$ cat config.mk
export PLATFORM = sky130hd
export DESIGN_NAME = branch_resolve_ctrl
export DESIGN_NICKNAME = d
export VERILOG_FILES = /design/src/rtl/br_pkg.sv /design/src/rtl/br_wait_counter.sv /design/src/rtl/branch_resolve_ctrl.sv
export SDC_FILE = /design/constraint.sdc
export NUM_CORES = 1
export LEC_CHECK = 0
export CORE_UTILIZATION = 25
export DETAILED_ROUTE_END_ITERATION = 10
export GPL_TIMING_DRIVEN = 0
export PLACE_DENSITY = 0.59
export RECOVER_POWER = 25
export SLEW_MARGIN = 10
export SYNTH_ARGS = -nofsm -noshare
export SYNTH_HDL_FRONTEND = slang
export SYNTH_SLANG_ARGS = --single-unit
$ cat constraint.sdc
create_clock -name clk -period 4.84 [get_ports clk]
set_input_delay 0.726 -clock clk [delete_from_list [all_inputs] [get_ports clk]]
set_output_delay 0.726 -clock clk [all_outputs]
set_load 0.02 [all_outputs]
$ cat src/rtl/br_pkg.sv
// Shared definitions for the D-stage branch sequencer: one-hot op codes, FSM encodings
// and the helper that tells which ops compare against rt.
package br_pkg;

  localparam int CNT_W = 8;

  localparam logic [5:0] BR_BEQ  = 6'b100000;
  localparam logic [5:0] BR_BGEZ = 6'b010000;
  localparam logic [5:0] BR_BGTZ = 6'b001000;
  localparam logic [5:0] BR_BLEZ = 6'b000100;
  localparam logic [5:0] BR_BLTZ = 6'b000010;
  localparam logic [5:0] BR_BNE  = 6'b000001;

  typedef enum logic [1:0] {
    S_IDLE  = 2'd0,
    S_WAIT  = 2'd1,
    S_REDIR = 2'd2
  } br_state_t;

  // Only BEQ and BNE read rt; the single-operand compares ignore rt_ready.
  function automatic logic need_rt(input logic [5:0] op);
    return op[5] | op[0];
  endfunction

endpackage

$ cat src/rtl/br_wait_counter.sv
// Saturating count of operand-wait cycles with a sticky timeout flag.
// Latency: count and flag update on the edge after start/inc; flag clears only on reset.
module br_wait_counter
  import br_pkg::*;
#(
  parameter int WAIT_LIMIT = 16
) (
  input  logic clk,
  input  logic reset,
  input  logic i_start,
  input  logic i_inc,
  output logic o_timeout
);

  localparam logic [CNT_W-1:0] LIM = CNT_W'(WAIT_LIMIT);

  logic [CNT_W-1:0] r_cnt;
  logic             r_timeout;
  logic             w_hit;

  // Flag sets on the same edge the count lands on the limit.
  assign w_hit = (i_start & (LIM == CNT_W'(1))) |
                 (i_inc & (r_cnt == LIM - CNT_W'(1)));

  always_ff @(posedge clk or negedge reset) begin
    if (!reset) begin
      r_cnt     <= '0;
      r_timeout <= 1'b0;
    end else begin
      if (i_start) begin
        r_cnt <= CNT_W'(1);
      end else if (i_inc) begin
        if (r_cnt != LIM) r_cnt <= r_cnt + CNT_W'(1);
      end else begin
        r_cnt <= '0;
      end
      if (w_hit) r_timeout <= 1'b1;
    end
  end

  assign o_timeout = r_timeout;

endmodule

$ cat src/rtl/branch_resolve_ctrl.sv
// D-stage branch sequencer: waits for operands, fires the comparator once, pulses resolved/redirect.
// Latency 1 cycle from resolve to resolved/redirect; stalls F/D while operands wait. BR_STATS_EN adds counters.
module branch_resolve_ctrl
  import br_pkg::*;
#(
  parameter int WAIT_LIMIT = 16,
  parameter int PC_W       = 32
) (
  input  logic            clk,
  input  logic            reset,
  input  logic            flush,
  input  logic            br_valid,
  input  logic [5:0]      br_op,
  input  logic [PC_W-1:0] br_target,
  input  logic            rs_ready,
  input  logic            rt_ready,
  output logic            cmp_branch,
  output logic [5:0]      cmp_bop,
  input  logic            cmp_check,
  output logic            stall_d,
  output logic            resolved,
  output logic            taken,
  output logic            redirect_valid,
  output logic [PC_W-1:0] redirect_pc,
  output logic            wait_timeout
`ifdef BR_STATS_EN
  ,
  output logic [31:0]     stat_resolved,
  output logic [31:0]     stat_taken,
  output logic [31:0]     stat_stall
`endif
);

  br_state_t       r_state, w_next;
  logic            r_resolved, r_taken;
  logic [PC_W-1:0] r_redirect_pc;
  logic            w_ready, w_resolve, w_cmp_en, w_taken, w_in_redir;
  logic            w_wait_start, w_wait_inc;

  assign w_in_redir = (r_state == S_REDIR);
  assign w_ready    = rs_ready & (rt_ready | ~need_rt(br_op));
  assign w_resolve  = ~w_in_redir & br_valid & w_ready & ~flush;
  // A malformed op still resolves, but never fires the comparator and is never taken.
  assign w_cmp_en   = w_resolve & $onehot(br_op);
  assign w_taken    = w_cmp_en & cmp_check;

  assign w_wait_start = (r_state == S_IDLE) & br_valid & ~w_ready & ~flush;
  assign w_wait_inc   = (r_state == S_WAIT) & br_valid & ~w_ready & ~flush;

  always_comb begin
    w_next = r_state;
    if (flush) begin
      w_next = S_IDLE;
    end else begin
      case (r_state)
        S_IDLE:  if (w_resolve) w_next = w_taken ? S_REDIR : S_IDLE;
                 else if (w_wait_start) w_next = S_WAIT;
        S_WAIT:  if (w_resolve) w_next = w_taken ? S_REDIR : S_IDLE;
                 else if (!br_valid) w_next = S_IDLE;
        S_REDIR: w_next = S_IDLE;
        default: w_next = S_IDLE;
      endcase
    end
  end

  always_ff @(posedge clk or negedge reset) begin
    if (!reset) begin
      r_state       <= S_IDLE;
      r_resolved    <= 1'b0;
      r_taken       <= 1'b0;
      r_redirect_pc <= '0;
    end else begin
      r_state    <= w_next;
      r_resolved <= w_resolve;
      r_taken    <= w_taken;
      if (w_resolve) r_redirect_pc <= br_target;
    end
  end

  br_wait_counter #(.WAIT_LIMIT(WAIT_LIMIT)) u_wait (
    .clk       (clk),
    .reset     (reset),
    .i_start   (w_wait_start),
    .i_inc     (w_wait_inc),
    .o_timeout (wait_timeout)
  );

  assign cmp_branch     = w_cmp_en;
  assign cmp_bop        = w_cmp_en ? br_op : 6'b0;
  assign stall_d        = br_valid & ~flush & ((~w_in_redir & ~w_ready) | w_in_redir);
  assign resolved       = r_resolved;
  assign taken          = r_taken;
  // A flush landing in the redirect cycle kills the redirect combinationally.
  assign redirect_valid = w_in_redir & ~flush;
  assign redirect_pc    = r_redirect_pc;

`ifdef BR_STATS_EN
  logic [31:0] r_stat_resolved, r_stat_taken, r_stat_stall;

  always_ff @(posedge clk or negedge reset) begin
    if (!reset) begin
      r_stat_resolved <= '0;
      r_stat_taken    <= '0;
      r_stat_stall    <= '0;
    end else begin
      if (w_resolve) r_stat_resolved <= r_stat_resolved + 32'd1;
      if (w_taken)   r_stat_taken    <= r_stat_taken + 32'd1;
      if (stall_d)   r_stat_stall    <= r_stat_stall + 32'd1;
    end
  end

  assign stat_resolved = r_stat_resolved;
  assign stat_taken    = r_stat_taken;
  assign stat_stall    = r_stat_stall;
`endif

endmodule

==> flow_summary.toml, run 1 <==
[routing]
wl_per_cell_um = 11.82
ant_nets = 0
drt-initial-drc-count = 30
dr.pass1.iters = 4
routed_wl_um = 4195
drc = 0
vias = 1508
vias_per_cell = 4.248

[yosys]
seq_area_frac_synth_pct = 56.46
ys_async_sr_fraction_pct = 100.0
ys_types = 27
yosysWarningCount = 0
ys_top_cells_by_count = "dfrtp_1 (45), mux2_2 (32), inv_1 (15)"
ys_seq_elements = 45
synth_flop_cell = "dfrtp_1"
syn_inst = 156
syn-cell-area_mm2 = 0.001994
yosys.cell_count.top_type = "dfrtp_1"
synth_top_area_cell = "dfrtp_1"
synth_area_leaders = "dfrtp_1 (56%), mux2_2 (18%), fa_1 (3.0%)"
avgSynthCellArea_um2 = 12.78
synth_nets = 207
synth-edff-count = 0
yosysTopAreaCellShare_pct = 56.46

[clocking]
clockRootBuffer = "clkbuf_8"
cts_setup_buffers = 0
cts_made_buffers = 5
cts_tree = "done"
clock_sinks = 45
hold_buffers = 0
htree_levels = 2
path_clk_slew_ps = 80
clock_latency_ps = 290
clockBufferDepth = 2

[power]
ir_worst_vdd_v = 0.0001580
power_density_mw_per_mm2 = 337.8
power_mw = 1.049
p_leak_nw = 1.383

[die]
ioPinCount = 89
die-area_mm2 = 0.008338
die_w_um = 91.32
start_util_pct = 25.81
coreArea_mm2 = 0.007727
num_rows = 32
die_y_um = 91.32

[run_status]
status = "finished, violations left"
violations = "capacitance limit, slew limit"

[setup_path]
cp.required_ps = 4110
cp.arrival_ps = 3850
cp-start-kind = "primary input"
worstSetupPathType = "primary input to output port"
worst-path-max-fanout = 9
crit_path_end_kind = "output port"

[sta]
fin_tns_setup_ps = 0
holdWs_ps = 432.6
drv_slew = 34
slew_headroom_pct = -20.27
fin_ws_ps = 265.1
hold_viol = 0
clock.fmax_ghz = 0.2186
rsz0062_at_grt = "no"
fin_crit_sh_pct = 94.52
clock_skew_ps = 4.554
period_minus_slack_ps = 4575
setup_viol = 0
tightest_slew_ps = 1804

[global_route]
track_usage_pct = 10.81
grt_start_max_net_pins = 34
antenna_found_initial = 0
grt_pass1_wl_um = 7238
grt.overflow.total = 0
grt_pass1_vias = 1544

[finish]
num_antenna_cells = 0
nNetsFinal = 303
fillers = 746
multi_input_area_um2 = 793.3
seq_area_mm2 = 0.001126
syn_to_final_growth_pct = 55.77
drive_gt1_share_pct = 17.79
final_util_pct = 40.20

[place]
place_ws_ps = 5.117
place_hpwl_um = 3123
numPortBuffers = 88
gp_congestion = 0.7069

[run]
maxCapViolations = 1

[hold_path]
hold_class = "primary input to asynchronous set/reset pin"
[through the flow]
stage,instances,area [um2]
floorplan,156,1994
global placement,346,3003
detailed placement,347,3018
CTS,355,3112
global route,355,3107
finish,355,3107
[where the power goes]
group | total, mW | switching, mW | internal (mW)
logic | 0.344 | 0.154 | 0.190
clock network | 0.240 | 0.124 | 0.116
registers | 0.466 | 0.0277 | 0.438
total | 1.05 | 0.305 | 0.744
[routing by layer]
metal  share of wire, %  wire, um  GRT usage [%]  vias up
met4               0.26        11          2.381        0
met1                 47      1977          14.60      724
met2                 46      1942          17.36       52
met5                  0         0              0        -
li1                   -         -              -      730
met3                6.3       264          2.848        2
[final timing paths]
path	to	from	cells after the start	slack (ps)
setup / recovery	cmp_bop[1]	br_op[0]	11	270
hold / removal	redirect_pc[8]$_DFFE_PN0P_	reset	1	430
setup reg to reg	redirect_pc[17]$_DFFE_PN0P_	r_state[0]$_DFFE_PN0P_	4	3260
hold reg to reg	u_wait.o_timeout$_DFFE_PN0P_	u_wait.o_timeout$_DFFE_PN0P_	2	480
max in group asynchronous	r_state[0]$_DFFE_PN0P_	reset	2	2310
min in group clk	u_wait.o_timeout$_DFFE_PN0P_	u_wait.o_timeout$_DFFE_PN0P_	2	480
[worst max-delay path, stage by stage]
cell,delay [ps]
clkdlybuf4s50_1,520
inv_1,90
fa_1,490
fa_1,490
inv_1,40
ha_1,180
fa_1,420
nor2_1,110
nand2_1,180
nor3_1,230
dlygate4sd2_1,360
[layout make-up]
cell class / count / share of cell area, %
buffer: 4 / 0.6041
clock buffer: 6 / 2.658
clock inverter: 2 / 0.4430
inverter: 15 / 1.812
multi-input combinational: 92 / 25.53
sequential: 45 / 36.25
tap: 102 / 4.108
timing repair buffer: 89 / 28.59
[placed cells by master (no fill, tap or decap)]
| cell type | n |
|---|---|
| clkdlybuf4s50_1 | 80 |
| dfrtp_1 | 45 |
| mux2_2 | 32 |
| inv_1 | 15 |
| nor3_1 | 9 |
| clkbuf_8 | 6 |
| nor2_1 | 5 |
| or3_1 | 5 |
| o21ai_0 | 5 |
| a21oi_1 | 5 |
| dlymetal6s2s_1 | 5 |
| nand2b_1 | 3 |
| clkbuf_1 | 3 |
| nand2_1 | 3 |
| buf_2 | 3 |
| nand3_1 | 3 |
| fa_1 | 3 |
| ha_1 | 3 |
| nor2b_1 | 2 |
| nand4_1 | 2 |
| xor2_1 | 2 |
| a211oi_1 | 2 |
| dlygate4sd2_1 | 2 |
| o21bai_4 | 1 |
| a31oi_1 | 1 |
| a2111o_1 | 1 |
| o41ai_2 | 1 |
| nand4bb_1 | 1 |
| nor4bb_1 | 1 |
| nor4_1 | 1 |
| nor3b_1 | 1 |
| clkinv_4 | 1 |
| clkinv_2 | 1 |
[cell families (layout without fill, tap and decap cells)]
kind of cell / after synthesis / count (layout) / synth area share (%)
AOI/OAI and AO/OA: 16 / 16 / 5.897
xor gates and xnor gates: 2 / 2 / 0.8785
adders and majority gates: 6 / 6 / 4.894
buffers and inverters: 19 / 116 / 3.764
DFF: 45 / 45 / 56.46
muxes: 32 / 32 / 18.07
and+or+nand+nor: 36 / 36 / 10.04
[state kept, by name, summed over array words and instances, names as in the netlist]
signal / cells
redirect_pc: 32
u_wait.r_cnt: 8
r_state: 2
resolved: 1
taken: 1
u_wait.o_timeout: 1
[timing repair]
action | in CTS | in global routing
pin swaps | 0 | 0
gates resized for setup | 2 | 5
endpoints found under the setup margin | 2 | 5
endpoints found under the hold margin | 0 | 0
cloned | 0 | 0
Power figures use the tool's default switching activity.
==> inputs of run 2 (changes only) <==
Settings changed: CAP_MARGIN from default to 5.
==> results of run 2 <==
Same layout as run 1: the final DEF is identical, and so are final timing and power.
==> inputs of run 3 (changes only) <==
Settings changed: REMOVE_ABC_BUFFERS from default to 1.
==> flow_summary.toml, run 3 (synthesized netlist as in run 1, its figures left out) <==
[run_status]
status = "finished, final reports clean"

[finish]
final_util_pct = 40.06
num_antenna_cells = 0
nNetsFinal = 302
design_area_mm2 = 0.003095
layout_commonest_cell = "clkdlybuf4s50_1"
syn_to_final_growth_pct = 55.21
layout_common_cells = "clkdlybuf4s50_1 (80), dfrtp_1 (45), mux2_2 (32), inv_1 (15), nor3_1 (9)"
fillers = 743
drive_gt1_share_pct = 17.86
largest_reg_flops = 32

[sta]
clock.fmax_ghz = 0.2210
setup_viol = 0
holdWs_ps = 462.3
slew_headroom_pct = 6.684
tightest_slew_ps = 1400
rsz0062_at_grt = "no"
fin_tns_setup_ps = 0
clock_skew_ps = 6.098
fin_crit_sh_pct = 93.51
period_minus_slack_ps = 4526
hold_viol = 0
drv_slew = 0

[run]
maxCapViolations = 0

[power]
p_clk_share_pct = 21.7
p_leak_nw = 1.331
swShare_pct = 29.99
power_density_mw_per_mm2 = 337.1
power_mw = 1.043
ir_worst_vdd_v = 0.0001488
pwr-share-comb_pct = 33.5
internal-power_mw = 0.7305
p_switching_mw = 0.3129
sequentialPowerShare_pct = 44.8

[clocking]
clockRootBuffer = "clkbuf_8"
clock_latency_ps = 300
path_clk_slew_ps = 80
clockBufferDepth = 2
cts_made_buffers = 5
cts_tree = "done"
clock_sinks = 45
htree_levels = 2

[setup_path]
r2r.worst_path.cells = 6
r2r_slack_ps = 3010
worstSetupPathType = "primary input to output port"
r2r-start = "r_state[0]$_DFFE_PN0P_"
worst-path-max-fanout = 9
crit_path_end_kind = "output port"
cp.required_ps = 4110
cp.arrival_ps = 3800
r2r_end = "redirect_pc[16]$_DFFE_PN0P_"
cp-start-kind = "primary input"

[die]
die_w_um = 91.32
ioPinCount = 89
coreArea_mm2 = 0.007727
num_rows = 32
die_y_um = 91.32
die-area_mm2 = 0.008338
start_util_pct = 25.81

[routing]
vias_per_cell = 4.398
wl_per_cell_um = 12.82
routed_wl_um = 4537
drt-initial-drc-count = 57
dr.pass1.iters = 4
vias = 1557
ant_nets = 0
drc = 0

[global_route]
busiest_layer = "met2"
grt_start_max_net_pins = 26
grt.overflow.total = 0
gr-usage-met1_pct = 14.04
grt_pass1_vias = 1670
track_usage_pct = 11.61
grt_pass1_wl_um = 7728
antenna_found_initial = 0
gr-usage-met2_pct = 19.19
use_met3_pct = 3.015

[place]
numPortBuffers = 88
gp_congestion = 0.7322
place_hpwl_um = 3365
place_area_mm2 = 0.003033

[hold_path]
hold_start = "u_wait.o_timeout$_DFFE_PN0P_"
hold_depth = 2
hold_class = "flop to flop"
hold_end = "u_wait.o_timeout$_DFFE_PN0P_"
## run 3: layer usage
metal	vias to the layer above	routed length, um
met4	0	106
met5	-	0
li1	729	-
met2	61	2106
met1	761	2035
met3	6	289
## run 3: area by class of cell
cell class	instances	area [um2]	area share, %
Sequential cell	45	1126	36.38
Multi-Input combinational cell	92	795.8	25.71
Timing Repair Buffer	92	907.1	29.30
Clock buffer	6	72.57	2.344
Clock inverter	2	10.01	0.3234
Tap cell	102	127.6	4.123
Inverter	15	56.30	1.819
## run 3: worst max-delay path by stage
stage              from          to  slack (ps)  cells after the start
3_3_place_gp   br_op[5]  cmp_bop[3]        -400                      5
3_5_place_dp   br_op[0]  cmp_bop[2]         -40                     11
5_1_grt        br_op[0]  cmp_bop[3]          90                     11
6_report       br_op[0]  cmp_bop[2]         310                     11
2_1_floorplan  br_op[0]  cmp_bop[0]        1010                      9
4_1_cts        br_op[0]  cmp_branch          40                     11
## run 3: critical path, stage by stage
cell	delay, ps
clkdlybuf4s50_1	530
inv_1	100
fa_1	500
fa_1	500
inv_1	40
ha_1	180
fa_1	430
nor2_1	140
nand2_2	140
nor3_1	160
dlygate4sd2_1	350
## run 3: power by group through the flow
| stage | sequential, mW | clock, mW | combinational (mW) |
|---|---|---|---|
| CTS | 0.468 | 0.240 | 0.354 |
| detailed placement | 0.475 | 0 | 0.353 |
| finish | 0.467 | 0.226 | 0.349 |
| floorplan | 0.552 | 0 | 0.0823 |
| global placement | 0.472 | 0 | 0.351 |
| global route | 0.475 | 0.250 | 0.371 |
## run 3: stage by stage
stage / cells / worst slack (ps)
detailed placement: 346 / -37.87
global placement: 342 / -399.5
floorplan: 152 / 1011
finish: 354 / 314.3
global route: 354 / 91.76
CTS: 354 / 37.95
## run 3: timing repair
| item | CTS | global route |
|---|---|---|
| setup buffers | 0 | 0 |
| hold buffers | 0 | 0 |
| endpoints found under the setup margin | 6 | 1 |
| gates cloned | 0 | 0 |
| resized for setup | 6 | 2 |
